### src/rtl/mem_access_master_if.sv
// Bus bundle for mem_access_master.
// Groups the datapath request/response handshake and the Main_Memory port.
//   master modport : the engine (drives req_ready, rsp_*, mem_addr/wdata/strobes)
//   slave modport  : the environment (datapath requester + Main_Memory)
interface mem_access_master_if #(
    parameter int unsigned ADDR_W = 13,
    parameter int unsigned DATA_W = 13
);
    // Request / response handshake with the datapath
    logic              req_valid;
    logic              req_ready;
    logic              req_write;
    logic              req_instr;
    logic [ADDR_W-1:0] req_addr;
    logic [DATA_W-1:0] req_wdata;
    logic              rsp_valid;
    logic [DATA_W-1:0] rsp_rdata;
    logic              rsp_error;

    // Main_Memory port
    logic [ADDR_W-1:0] mem_addr;
    logic [DATA_W-1:0] mem_wdata;
    logic [DATA_W-1:0] mem_rdata;
    logic              mem_write;
    logic              mem_read;
    logic              mem_instruction;
    logic              mem_done;

    modport master (
        input  req_valid, req_write, req_instr, req_addr, req_wdata, mem_rdata, mem_done,
        output req_ready, rsp_valid, rsp_rdata, rsp_error,
        output mem_addr, mem_wdata, mem_write, mem_read, mem_instruction
    );

    modport slave (
        output req_valid, req_write, req_instr, req_addr, req_wdata, mem_rdata, mem_done,
        input  req_ready, rsp_valid, rsp_rdata, rsp_error,
        input  mem_addr, mem_wdata, mem_write, mem_read, mem_instruction
    );
endinterface

### src/rtl/mem_access_master.sv
// Requester-side engine for the uncached Main_Memory port.
// Accepts one load/store/fetch at a time, drives the memory strobes until mem_done or
// a timeout, then issues a one-cycle response carrying read data or an error flag.
// Ports:
//   clk   : system clock, rising edge
//   reset : asynchronous active-low reset
//   bus   : mem_access_master_if.master (request/response handshake + memory port)
// Parameters: ADDR_W, DATA_W widths (must match the interface); TIMEOUT in 1..255.
module mem_access_master #(
    parameter int unsigned ADDR_W  = 13,
    parameter int unsigned DATA_W  = 13,
    parameter int unsigned TIMEOUT = 15
) (
    input  logic                  clk,
    input  logic                  reset,
    mem_access_master_if.master   bus
);

    typedef enum logic [1:0] {StIdle, StWait, StResp} state_e;

    // Counter value seen on the edge at which the wait reaches TIMEOUT cycles.
    localparam logic [7:0] TimeoutLast = 8'(TIMEOUT - 1);

    state_e            state_q;
    logic [7:0]        cnt_q;
    logic              req_ready_q;
    logic              rsp_valid_q;
    logic [DATA_W-1:0] rsp_rdata_q;
    logic              rsp_error_q;
    logic [ADDR_W-1:0] mem_addr_q;
    logic [DATA_W-1:0] mem_wdata_q;
    logic              mem_write_q;
    logic              mem_read_q;
    logic              mem_instr_q;

    always_ff @(posedge clk or negedge reset) begin
        if (!reset) begin
            state_q     <= StIdle;
            cnt_q       <= '0;
            req_ready_q <= 1'b1;
            rsp_valid_q <= 1'b0;
            rsp_rdata_q <= '0;
            rsp_error_q <= 1'b0;
            mem_addr_q  <= '0;
            mem_wdata_q <= '0;
            mem_write_q <= 1'b0;
            mem_read_q  <= 1'b0;
            mem_instr_q <= 1'b0;
        end else begin
            rsp_valid_q <= 1'b0;
            unique case (state_q)
                StIdle: begin
                    // mem_done is deliberately not looked at here.
                    if (bus.req_valid && req_ready_q) begin
                        mem_addr_q  <= bus.req_addr;
                        mem_wdata_q <= bus.req_wdata;
                        mem_instr_q <= bus.req_instr;
                        mem_write_q <= bus.req_write;
                        mem_read_q  <= !bus.req_write;
                        cnt_q       <= '0;
                        req_ready_q <= 1'b0;
                        state_q     <= StWait;
                    end
                end
                StWait: begin
                    // Completion takes priority over a simultaneous timeout.
                    if (bus.mem_done) begin
                        mem_write_q <= 1'b0;
                        mem_read_q  <= 1'b0;
                        rsp_rdata_q <= mem_write_q ? '0 : bus.mem_rdata;
                        rsp_error_q <= 1'b0;
                        rsp_valid_q <= 1'b1;
                        state_q     <= StResp;
                    end else begin
                        cnt_q <= cnt_q + 8'd1;
                        if (cnt_q == TimeoutLast) begin
                            mem_write_q <= 1'b0;
                            mem_read_q  <= 1'b0;
                            rsp_rdata_q <= '0;
                            rsp_error_q <= 1'b1;
                            rsp_valid_q <= 1'b1;
                            state_q     <= StResp;
                        end
                    end
                end
                StResp: begin
                    req_ready_q <= 1'b1;
                    state_q     <= StIdle;
                end
                default: begin
                    mem_write_q <= 1'b0;
                    mem_read_q  <= 1'b0;
                    req_ready_q <= 1'b1;
                    state_q     <= StIdle;
                end
            endcase
        end
    end

    assign bus.req_ready       = req_ready_q;
    assign bus.rsp_valid       = rsp_valid_q;
    assign bus.rsp_rdata       = rsp_rdata_q;
    assign bus.rsp_error       = rsp_error_q;
    assign bus.mem_addr        = mem_addr_q;
    assign bus.mem_wdata       = mem_wdata_q;
    assign bus.mem_write       = mem_write_q;
    assign bus.mem_read        = mem_read_q;
    assign bus.mem_instruction = mem_instr_q;

endmodule

### src/flat_wrapper.sv
// flat-port wrapper written by rule: the top's interface ports become plain ports
module mem_access_master_flat 
#(
    parameter int unsigned ADDR_W  = 13,
    parameter int unsigned DATA_W  = 13,
    parameter int unsigned TIMEOUT = 15
)
  (clk, reset, bus_req_valid, bus_req_write, bus_req_instr, bus_req_addr, bus_req_wdata, bus_mem_rdata, bus_mem_done, bus_req_ready, bus_rsp_valid, bus_rsp_rdata, bus_rsp_error, bus_mem_addr, bus_mem_wdata, bus_mem_write, bus_mem_read, bus_mem_instruction);
  mem_access_master_if #(.ADDR_W(ADDR_W), .DATA_W(DATA_W)) bus_i ();
  input  logic clk;
  input  logic reset;
  input wire logic [$bits(bus_i.req_valid)-1:0] bus_req_valid;
  input wire logic [$bits(bus_i.req_write)-1:0] bus_req_write;
  input wire logic [$bits(bus_i.req_instr)-1:0] bus_req_instr;
  input wire logic [$bits(bus_i.req_addr)-1:0] bus_req_addr;
  input wire logic [$bits(bus_i.req_wdata)-1:0] bus_req_wdata;
  input wire logic [$bits(bus_i.mem_rdata)-1:0] bus_mem_rdata;
  input wire logic [$bits(bus_i.mem_done)-1:0] bus_mem_done;
  output wire logic [$bits(bus_i.req_ready)-1:0] bus_req_ready;
  output wire logic [$bits(bus_i.rsp_valid)-1:0] bus_rsp_valid;
  output wire logic [$bits(bus_i.rsp_rdata)-1:0] bus_rsp_rdata;
  output wire logic [$bits(bus_i.rsp_error)-1:0] bus_rsp_error;
  output wire logic [$bits(bus_i.mem_addr)-1:0] bus_mem_addr;
  output wire logic [$bits(bus_i.mem_wdata)-1:0] bus_mem_wdata;
  output wire logic [$bits(bus_i.mem_write)-1:0] bus_mem_write;
  output wire logic [$bits(bus_i.mem_read)-1:0] bus_mem_read;
  output wire logic [$bits(bus_i.mem_instruction)-1:0] bus_mem_instruction;
  assign bus_i.req_valid = bus_req_valid;
  assign bus_i.req_write = bus_req_write;
  assign bus_i.req_instr = bus_req_instr;
  assign bus_i.req_addr = bus_req_addr;
  assign bus_i.req_wdata = bus_req_wdata;
  assign bus_i.mem_rdata = bus_mem_rdata;
  assign bus_i.mem_done = bus_mem_done;
  assign bus_req_ready = bus_i.req_ready;
  assign bus_rsp_valid = bus_i.rsp_valid;
  assign bus_rsp_rdata = bus_i.rsp_rdata;
  assign bus_rsp_error = bus_i.rsp_error;
  assign bus_mem_addr = bus_i.mem_addr;
  assign bus_mem_wdata = bus_i.mem_wdata;
  assign bus_mem_write = bus_i.mem_write;
  assign bus_mem_read = bus_i.mem_read;
  assign bus_mem_instruction = bus_i.mem_instruction;
  mem_access_master #(.ADDR_W(ADDR_W), .DATA_W(DATA_W), .TIMEOUT(TIMEOUT)) u_core (.clk(clk), .reset(reset), .bus(bus_i));
endmodule
### config.mk
export PLATFORM = sky130hd
export DESIGN_NAME = mem_access_master_flat
export DESIGN_NICKNAME = d
export VERILOG_FILES = /design/src/rtl/mem_access_master_if.sv /design/src/rtl/mem_access_master.sv /design/src/flat_wrapper.sv
export SDC_FILE = /design/constraint.sdc
export NUM_CORES = 1
export LEC_CHECK = 0
export BUFFER_PORTS_ARGS = -buffer_cell sky130_fd_sc_hd__buf_4
export CAP_MARGIN = 30
export CORE_ASPECT_RATIO = 1.2
export CORE_MARGIN = 3
export CORE_UTILIZATION = 48
export DETAILED_ROUTE_END_ITERATION = 6
export PLACE_DENSITY = 0.79
export SETUP_SLACK_MARGIN = 0.02
export SLEW_MARGIN = 20
export SYNTH_ARGS = -nofsm -noshare
export SYNTH_HDL_FRONTEND = slang
export SYNTH_SLANG_ARGS = --single-unit
### constraint.sdc
create_clock -name clk -period 2.5 [get_ports clk]
set_clock_uncertainty 0.2 [all_clocks]
set_input_delay 0.125 -clock clk [delete_from_list [all_inputs] [get_ports clk]]
set_output_delay 0.125 -clock clk [all_outputs]
set_load 0.005 [all_outputs]
==> results of run 1 <==
## final cells by class
class,count,area share (%)
sequential,55,38.4
inverter,4,0.419
tap,58,2.02
clock buffer,8,2.79
timing repair buffer,136,31.5
multi-input combinational,157,24.9
## critical path, delay by kind of cell, from the launching register on
| kind | cells | cell delay (ns) |
|---|---|---|
| AOI/OAI and AO/OA | 1 | 0.17 |
| buffers and inverters | 1 | 0.26 |
| DFF | 1 | 0.47 |
| and+or+nand+nor | 2 | 0.80 |
## power breakdown
group / internal (uW) / switching [uW] / total [uW]
registers: 1260 / 288 / 1550
logic: 838 / 666 / 1500
clock network: 253 / 272 / 526
total: 2350 / 1230 / 3580
## sequential cells by signal (all words and copies together) (netlist names)
| register | cells |
|---|---|
| u_core.cnt_q | 8 |
| u_core.bus.mem_addr | 13 |
| u_core.bus.req_ready | 1 |
| u_core.bus.rsp_valid | 1 |
| u_core.bus.rsp_error | 1 |
| u_core.bus.mem_instruction | 1 |
| u_core.state_q | 2 |
| u_core.bus.mem_write | 1 |
| u_core.bus.mem_read | 1 |
| u_core.bus.rsp_rdata | 13 |
| u_core.bus.mem_wdata | 13 |
## cells in the final DEF (no fill, tap or decap), drive strengths merged, types with 2 or more instances in the layout
master / n
nor3: 2
dfrtp: 54
nand4bb: 2
and2: 13
mux2i: 5
clkbuf: 8
o2bb2ai: 2
nor2: 5
nor3b: 2
buf: 93
nand2: 86
a21oi: 4
a221o: 13
o21ai: 3
nand3: 3
dlygate4sd3: 43
nand2b: 2
inv: 4
ha: 2
## kinds of logic (layout without fill, tap and decap cells)
group	count (synthesis)	in the layout	share of synthesized area [%]
xor gates and xnor gates	1	1	0.378
AOI/OAI and AO/OA	25	25	8.80
and+or+nand+nor	124	124	25.4
muxes	5	5	2.16
DFF	55	55	59.4
adders and majority gates	2	2	1.08
buffers and inverters	15	148	2.75
## timing repair
item,4_1_cts,5_1_grt
hold buffers,43,0
endpoints found under the setup margin,0,0
hold endpoints to repair,97,0
## worst min path at each step
stage	from	end	slack, ns	depth (start not counted)
2_1_floorplan	reset	u_core.bus.mem_addr[0]$_DFFE_PN0P_	-0.37	0
3_3_place_gp	reset	u_core.bus.rsp_rdata[0]$_DFFE_PN0P_	0.003	1
3_5_place_dp	reset	u_core.bus.rsp_rdata[0]$_DFFE_PN0P_	0.02	1
4_1_cts	bus_req_valid	u_core.bus.mem_read$_DFFE_PN0P_	0.15	4
5_1_grt	bus_req_valid	u_core.bus.mem_read$_DFFE_PN0P_	0.19	4
6_report	bus_req_valid	u_core.bus.mem_read$_DFFE_PN0P_	0.14	4
## routing by layer
metal / vias to the layer above / routed length (um) / GRT usage [%]
li1: 1017 / - / -
met1: 1066 / 2440 / 27.2
met2: 62 / 3590 / 40.8
met3: 12 / 278 / 4.48
met4: 0 / 127 / 8.79
met5: - / 0 / 0
## stage by stage
step                      utilization (%)  setup slack, ns
after detailed placement             66.0            0.636
after global placement               66.0            0.668
after global routing                 77.5            0.413
after CTS                            77.5            0.620
final                                77.5            0.538
after floorplan                         -            0.745
==> results.yml, run 1 <==
sta:
  fin_crit_ns: 1.96
  grt_setup_unrepaired: "false"
  max_freq_ghz: 0.510
  setup-tns-final_ns: 0
  fin_crit_sh_pct: 78.5
  slew_headroom_pct: 55.0
  holdWs_ns: 0.142
  hold_viol_final: 0
  worst_slew_pin_slew_ns: 0.676
  setup_viol: 0
  finalMaxSlewViolations: 0
floorplanning:
  start_util_pct: 50.1
  die_height_um: 82.1
  die_w_um: 69.4
  coreArea_um2: 4630
  dieArea_um2: 5700
  io_pins: 90
  rows: 27
route:
  dr_total_vias: 2157
  first_pass_iters: 4
  wl_mm: 6.44
  drc: 0
  drt_iter0_drc: 143
  ant_nets: 0
  via_per_inst: 5.16
  routedWlPerCell_um: 15.4
synth:
  yosysUniqueCellTypes: 34
  synth_common_cells: "86 x nand2_1, 54 x dfrtp_1, 13 x a221o_1, 13 x and2_1, 7 x clkbuf_1"
  synth_flop_cell: "dfrtp_1"
  synthTopCellsByArea: "dfrtp_1 58%, nand2_1 14%, a221o_1 5.6%"
  async_flop_share_pct: 100
  syn_nets: 274
  yosys.area.top_type_share_pct: 58.3
  syn_inst: 227
  syn_area_um2: 2320
  synth-edff-count: 0
  ys_ff_latch: 55
  synth.most_common_cell: "nand2_1"
  synth.largest_area_cell: "dfrtp_1"
  synth.avg_cell_area_um2: 10.2
  ys_seq_area_share_pct: 59.4
  ys.warnings.count: 0
worst_setup_path:
  cp_max_fo: 16
  r2r_end: "u_core.bus.rsp_rdata[11]$_DFFE_PN0P_"
  slowest_stage: "dfrtp_1"
  r2r_cells: 4
  critPathArrivalTime_ns: 2.01
  critPathLaunchType: "flop"
  ff2ff_setup_slack_ns: 0.54
  startpoint: "u_core.state_q[1]$_DFFE_PN0P_"
  worst_setup_path_end_kind: "flop"
  endpoint: "u_core.bus.rsp_rdata[11]$_DFFE_PN0P_"
  max_stage_delay_ns: 0.47
  critical_path_required_ns: 2.55
  r2r_start: "u_core.state_q[1]$_DFFE_PN0P_"
  cp_cell_sequence: "nand2b_1 -> nor3b_1 -> buf_4 -> a221o_1"
  critPathKind: "reg2reg"
cells_and_area:
  drive_gt1_share_pct: 30.0
  syn_to_final_growth_pct: 54.7
  num_antenna_cells: 0
  nFillCells: 279
  nets: 406
  final_cell_count_no_fill: 418
  multi_input_area_um2: 892
  regArea_um2: 1380
  stdcell_area_um2: 3590
place:
  portBuffers: 89
  gp_congestion: 0.753
  dpl_cell_area_um2: 3060
  placed_cells: 367
  dp_hpwl_mm: 3.87
clock_network:
  cts_setup_buffers: 0
  cts_tree: "done"
  clock_latency_ns: 0.30
  ctsResizeCount: 0
  root_buffer: "clkbuf_8"
  cts.htree.levels: 2
  cts.sinks: 55
  cts.reportedPaths.clkPinSlew_ns: 0.09
  numCtsBuffers: 5
  clockBufferDepth: 2
global_routing:
  grt_max_degree: 56
  overflow: 0
  gr-usage-all-layers_pct: 22.7
  grt_pass1_vias: 2038
  grt_pass1_wl_mm: 10.1
  antenna_found_initial: 0
outcome:
  status: "finished, final reports clean"
min_path:
  hp-class: "in2reg"
power_and_ir_drop:
  p_per_area_nw_per_um2: 998
  p_leak_uw: 0.00177
  ir_drop_uv: 695
  power.total_uw: 3580
flow_run:
  cap_violations: 0
Note: power is estimated with default switching activity, not from simulation.
==> inputs of run 2 (changes only) <==
==> constraint.sdc (replaced) <==
create_clock -name clk -period 1.98 [get_ports clk]
set_clock_uncertainty 0.2 [all_clocks]
set_input_delay 0.099 -clock clk [delete_from_list [all_inputs] [get_ports clk]]
set_output_delay 0.099 -clock clk [all_outputs]
set_load 0.005 [all_outputs]
==> results.yml, run 2 (synthesis results as in run 1) <==
cells_and_area:
  final_common_cell: "buf_4"
  syn_to_final_growth_pct: 56.1
  fin_util_pct: 78.2
  final_cell_mix: "95 x buf_4, 86 x nand2_1, 54 x dfrtp_1"
  drive_gt1_share_pct: 30.6
  nets: 409
  num_antenna_cells: 0
sta:
  finalMaxSlewViolations: 0
  worst_slew_pin_slew_ns: 0.680
  fin_crit_ns: 1.84
  grt_setup_unrepaired: "false"
  fin_crit_sh_pct: 93.0
  holdWs_ns: 0.0222
  setup_viol: 0
  hold_viol_final: 0
  slew_headroom_pct: 54.6
  max_freq_ghz: 0.543
  setup-tns-final_ns: 0
floorplanning:
  io_pins: 90
  start_util_pct: 50.1
  dieArea_um2: 5700
  coreArea_um2: 4630
  die_w_um: 69.4
  die_height_um: 82.1
  rows: 27
outcome:
  status: "finished, final reports clean"
clock_network:
  cts.htree.levels: 2
  root_buffer: "clkbuf_8"
  cts_tree: "done"
  numCtsBuffers: 5
  cts.sinks: 55
  clock_latency_ns: 0.30
  cts.reportedPaths.clkPinSlew_ns: 0.10
  clockBufferDepth: 2
route:
  routedWlPerCell_um: 15.4
  wl_mm: 6.47
  drc: 0
  via_per_inst: 5.01
  first_pass_iters: 4
  dr_total_vias: 2110
  ant_nets: 0
  drt_iter0_drc: 111
worst_setup_path:
  r2r_start: "u_core.cnt_q[0]$_DFFE_PN0P_"
  r2r_cells: 6
  critPathKind: "reg2reg"
  critPathArrivalTime_ns: 1.83
  ff2ff_setup_slack_ns: 0.14
  worst_setup_path_end_kind: "flop"
  critPathLaunchType: "flop"
  cp_max_fo: 15
  critical_path_required_ns: 1.97
  r2r_end: "u_core.bus.rsp_rdata[6]$_DFFE_PN0P_"
power_and_ir_drop:
  p_int_uw: 2980
  switching_share_pct: 34.0
  p_per_area_nw_per_um2: 1250
  p_switching_uw: 1530
  p_clk_share_pct: 14.0
  power.total_uw: 4510
  comb_power_share_pct: 43.2
  p_leak_uw: 0.00178
  power_frac_seq_pct: 42.8
  ir_drop_uv: 798
global_routing:
  grt_pass1_wl_mm: 10.6
  overflow: 0
  gr-usage-all-layers_pct: 23.8
  grt_pass1_vias: 2254
  antenna_found_initial: 0
  grt_max_degree: 56
flow_run:
  cap_violations: 0
min_path:
  min_from: "bus_req_valid"
  hold_path_end: "u_core.cnt_q[2]$_DFFE_PN0P_"
  hp-class: "in2reg"
  hold_depth: 3
place:
  portBuffers: 89
  gp_congestion: 0.751
  dp_hpwl_mm: 3.95
[run 2: changes by cell type in the layout (fill, tap and decap cells not counted), sizes merged]
cell	before	now
buf	93	96
clkbuf	8	7
clkinv	0	1
[run 2: timing repair]
| action | in CTS | in global routing |
|---|---|---|
| hold endpoints to repair | 97 | 0 |
| setup buffers | 0 | 1 |
| endpoints found under the setup margin | 0 | 6 |
| hold buffers | 43 | 0 |
| resized for setup | 0 | 1 |
[run 2: area by class of cell]
cell class	count	area (um^2)
Clock buffer	7	86.3
Clock inverter	1	5.00
Fill cell	272	1010
Inverter	4	15.0
Multi-Input combinational cell	157	898
Sequential cell	55	1380
Tap cell	58	72.6
Timing Repair Buffer	139	1160
[run 2: metal layers]
layer / share of wire, % / vias up / GRT usage, % / wire, um
li1: - / 1024 / - / -
met2: 56 / 46 / 43.4 / 3600
met4: 2.5 / 0 / 10.9 / 164
met3: 3.5 / 12 / 4.96 / 227
met1: 38 / 1028 / 27.1 / 2480
met5: 0 / - / 0 / 0
[run 2: worst max path at each step]
stage | startpoint | endpoint | slack (ns) | cells past startpoint
6_report | u_core.cnt_q[0]$_DFFE_PN0P_ | u_core.bus.rsp_rdata[6]$_DFFE_PN0P_ | 0.14 | 6
5_1_grt | u_core.state_q[0]$_DFFE_PN0P_ | u_core.cnt_q[7]$_DFFE_PN0P_ | 0.03 | 3
4_1_cts | u_core.cnt_q[0]$_DFFE_PN0P_ | u_core.bus.rsp_rdata[6]$_DFFE_PN0P_ | 0.11 | 6
3_5_place_dp | u_core.cnt_q[0]$_DFFE_PN0P_ | u_core.bus.rsp_rdata[6]$_DFFE_PN0P_ | 0.12 | 6
3_3_place_gp | u_core.state_q[0]$_DFFE_PN0P_ | u_core.cnt_q[7]$_DFFE_PN0P_ | 0.24 | 3
2_1_floorplan | u_core.cnt_q[0]$_DFFE_PN0P_ | u_core.bus.rsp_rdata[10]$_DFFE_PN0P_ | 0.23 | 6
[run 2: metrics by stage]
step,cell area (um^2),instances,setup slack (ns)
6_report,3620,421,0.139
5_1_grt,3620,421,0.0344
4_1_cts,3600,420,0.108
3_5_place_dp,3080,369,0.124
3_3_place_gp,3080,369,0.244
2_1_floorplan,2320,227,0.225
[run 2: worst max-delay path, cell delays in order, from the launching register on]
cell     delay, ns
dfrtp_1       0.43
inv_1         0.07
ha_1          0.14
nor3b_4       0.22
a21oi_1       0.10
buf_4         0.20
a221o_1       0.36
[run 2: power by group through the flow]
| stage | clock network [uW] | registers, uW | logic, uW |
|---|---|---|---|
| 2_1_floorplan | 0 | 1920 | 827 |
| 6_report | 634 | 1930 | 1950 |
| 3_5_place_dp | 0 | 1930 | 1850 |
| 3_3_place_gp | 0 | 1920 | 1790 |
| 5_1_grt | 697 | 1990 | 2160 |
| 4_1_cts | 648 | 1920 | 1910 |
==> inputs of run 3 (changes only) <==
==> constraint.sdc (replaced) <==
create_clock -name clk -period 2.1 [get_ports clk]
set_clock_uncertainty 0.2 [all_clocks]
set_input_delay 0.105 -clock clk [delete_from_list [all_inputs] [get_ports clk]]
set_output_delay 0.105 -clock clk [all_outputs]
set_load 0.005 [all_outputs]
==> results.yml, run 3 (synthesis results as in run 1) <==
outcome:
  status: "finished, final reports clean"
worst_setup_path:
  ff2ff_setup_slack_ns: 0.27
  r2r_end: "u_core.bus.rsp_rdata[8]$_DFFE_PN0P_"
  startpoint: "u_core.state_q[1]$_DFFE_PN0P_"
  slowest_stage: "dfrtp_1"
  cp_cell_sequence: "nand2b_1 -> nor3b_1 -> buf_4 -> a221o_1"
  max_stage_delay_ns: 0.47
  r2r_start: "u_core.state_q[1]$_DFFE_PN0P_"
  critical_path_required_ns: 2.09
  cp_max_fo: 16
  r2r_cells: 4
  critPathArrivalTime_ns: 1.82
  critPathKind: "reg2reg"
  critPathLaunchType: "flop"
  worst_setup_path_end_kind: "flop"
min_path:
  hp-class: "in2reg"
  hold_depth: 3
  min_from: "bus_req_valid"
  hold_path_end: "u_core.cnt_q[2]$_DFFE_PN0P_"
floorplanning:
  coreArea_um2: 4630
  io_pins: 90
  dieArea_um2: 5700
  die_w_um: 69.4
  die_height_um: 82.1
  start_util_pct: 50.1
  rows: 27
route:
  routedWlPerCell_um: 15.8
  drt_iter0_drc: 142
  first_pass_iters: 4
  ant_nets: 0
  via_per_inst: 5.16
  drc: 0
  dr_total_vias: 2161
  wl_mm: 6.62
sta:
  fin_crit_ns: 1.83
  setup_viol: 0
  fin_crit_sh_pct: 87.3
  worst_slew_pin_slew_ns: 0.675
  grt_setup_unrepaired: "false"
  slew_headroom_pct: 55.0
  setup-tns-final_ns: 0
  hold_viol_final: 0
  finalMaxSlewViolations: 0
  max_freq_ghz: 0.545
cells_and_area:
  final_common_cell: "buf_4"
  num_antenna_cells: 0
  syn_to_final_growth_pct: 55.2
  drive_gt1_share_pct: 30.2
  final_cell_count_no_fill: 419
  nets: 407
  final_cell_mix: "93 x buf_4, 86 x nand2_1, 54 x dfrtp_1"
clock_network:
  cts.htree.levels: 2
  clockBufferDepth: 2
  numCtsBuffers: 5
  ctsResizeCount: 0
  root_buffer: "clkbuf_8"
  cts_setup_buffers: 0
  cts.sinks: 55
  ctsHoldBuffers: 43
  clock_latency_ns: 0.31
  cts_tree: "done"
  cts.reportedPaths.clkPinSlew_ns: 0.09
place:
  dp_hpwl_mm: 4.08
  placed_cells: 368
  gp_congestion: 0.761
  portBuffers: 89
global_routing:
  gr-usage-all-layers_pct: 24.5
  grt_pass1_wl_mm: 10.7
  grt_max_degree: 56
  grt_pass1_vias: 2264
  antenna_found_initial: 0
  overflow: 0
power_and_ir_drop:
  p_leak_uw: 0.00178
  p_per_area_nw_per_um2: 1190
  ir_drop_uv: 707
flow_run:
  cap_violations: 0
-- run 3: cell types whose count changed in the layout (fill, tap and decap cells not counted) --
| cell | previous run | this run |
|---|---|---|
| buf_4 | 95 | 93 |
| nor3b_4 | 1 | 0 |
| nor3b_2 | 0 | 1 |
-- run 3: worst max path at each step --
stage / to / slack, ns / depth (start not counted)
detailed placement: u_core.bus.rsp_rdata[1]$_DFFE_PN0P_ / 0.30 / 4
global placement: u_core.bus.rsp_rdata[1]$_DFFE_PN0P_ / 0.32 / 4
global route: u_core.bus.rsp_rdata[2]$_DFFE_PN0P_ / 0.11 / 4
CTS: u_core.bus.rsp_rdata[8]$_DFFE_PN0P_ / 0.29 / 4
finish: u_core.bus.rsp_rdata[8]$_DFFE_PN0P_ / 0.27 / 4
floorplan: u_core.bus.rsp_rdata[10]$_DFFE_PN0P_ / 0.35 / 6
-- run 3: cell type report --
class                   count  area [um^2]
clock buffers               7         86.3
clock inverters             1         5.00
fillers                   283         1030
inverters                   4         15.0
multi-input cells         157          892
flip-flops and latches     55         1380
well taps                  58         72.6
repair buffers            137         1150
-- run 3: through the flow --
step	setup WS, ns	instance area [um^2]	total power (uW)	hold slack [ns]	util (%)
4_1_cts	0.288	3600	4230	0.0377	77.7
2_1_floorplan	0.345	2320	2590	-0.391	-
3_5_place_dp	0.300	3080	3570	-0.00636	66.5
5_1_grt	0.114	3600	4560	0.0379	77.7
3_3_place_gp	0.318	3080	3490	-0.00893	66.5
6_report	0.266	3600	4260	0.0414	77.7
-- run 3: critical path, delay by kind of cell, from the launching register on --
kind,cells,cell delay (ns)
buffers and inverters,1,0.21
DFF,1,0.47
AOI/OAI and AO/OA,1,0.31
and+or+nand+nor,2,0.53
-- run 3: routing by layer --
layer,GRT usage [%],up-vias,wire (um)
met5,0,-,0
met1,26.8,1061,2410
li1,-,1016,-
met4,13.7,0,273
met3,5.33,21,285
met2,44.8,63,3660
-- run 3: where the power goes --
part | switching (uW) | leakage [uW] | internal [uW]
Clock | 335 | 0.0000482 | 267
Sequential | 334 | 0.000669 | 1500
Combinational | 805 | 0.00106 | 1020
Total | 1470 | 0.00178 | 2790
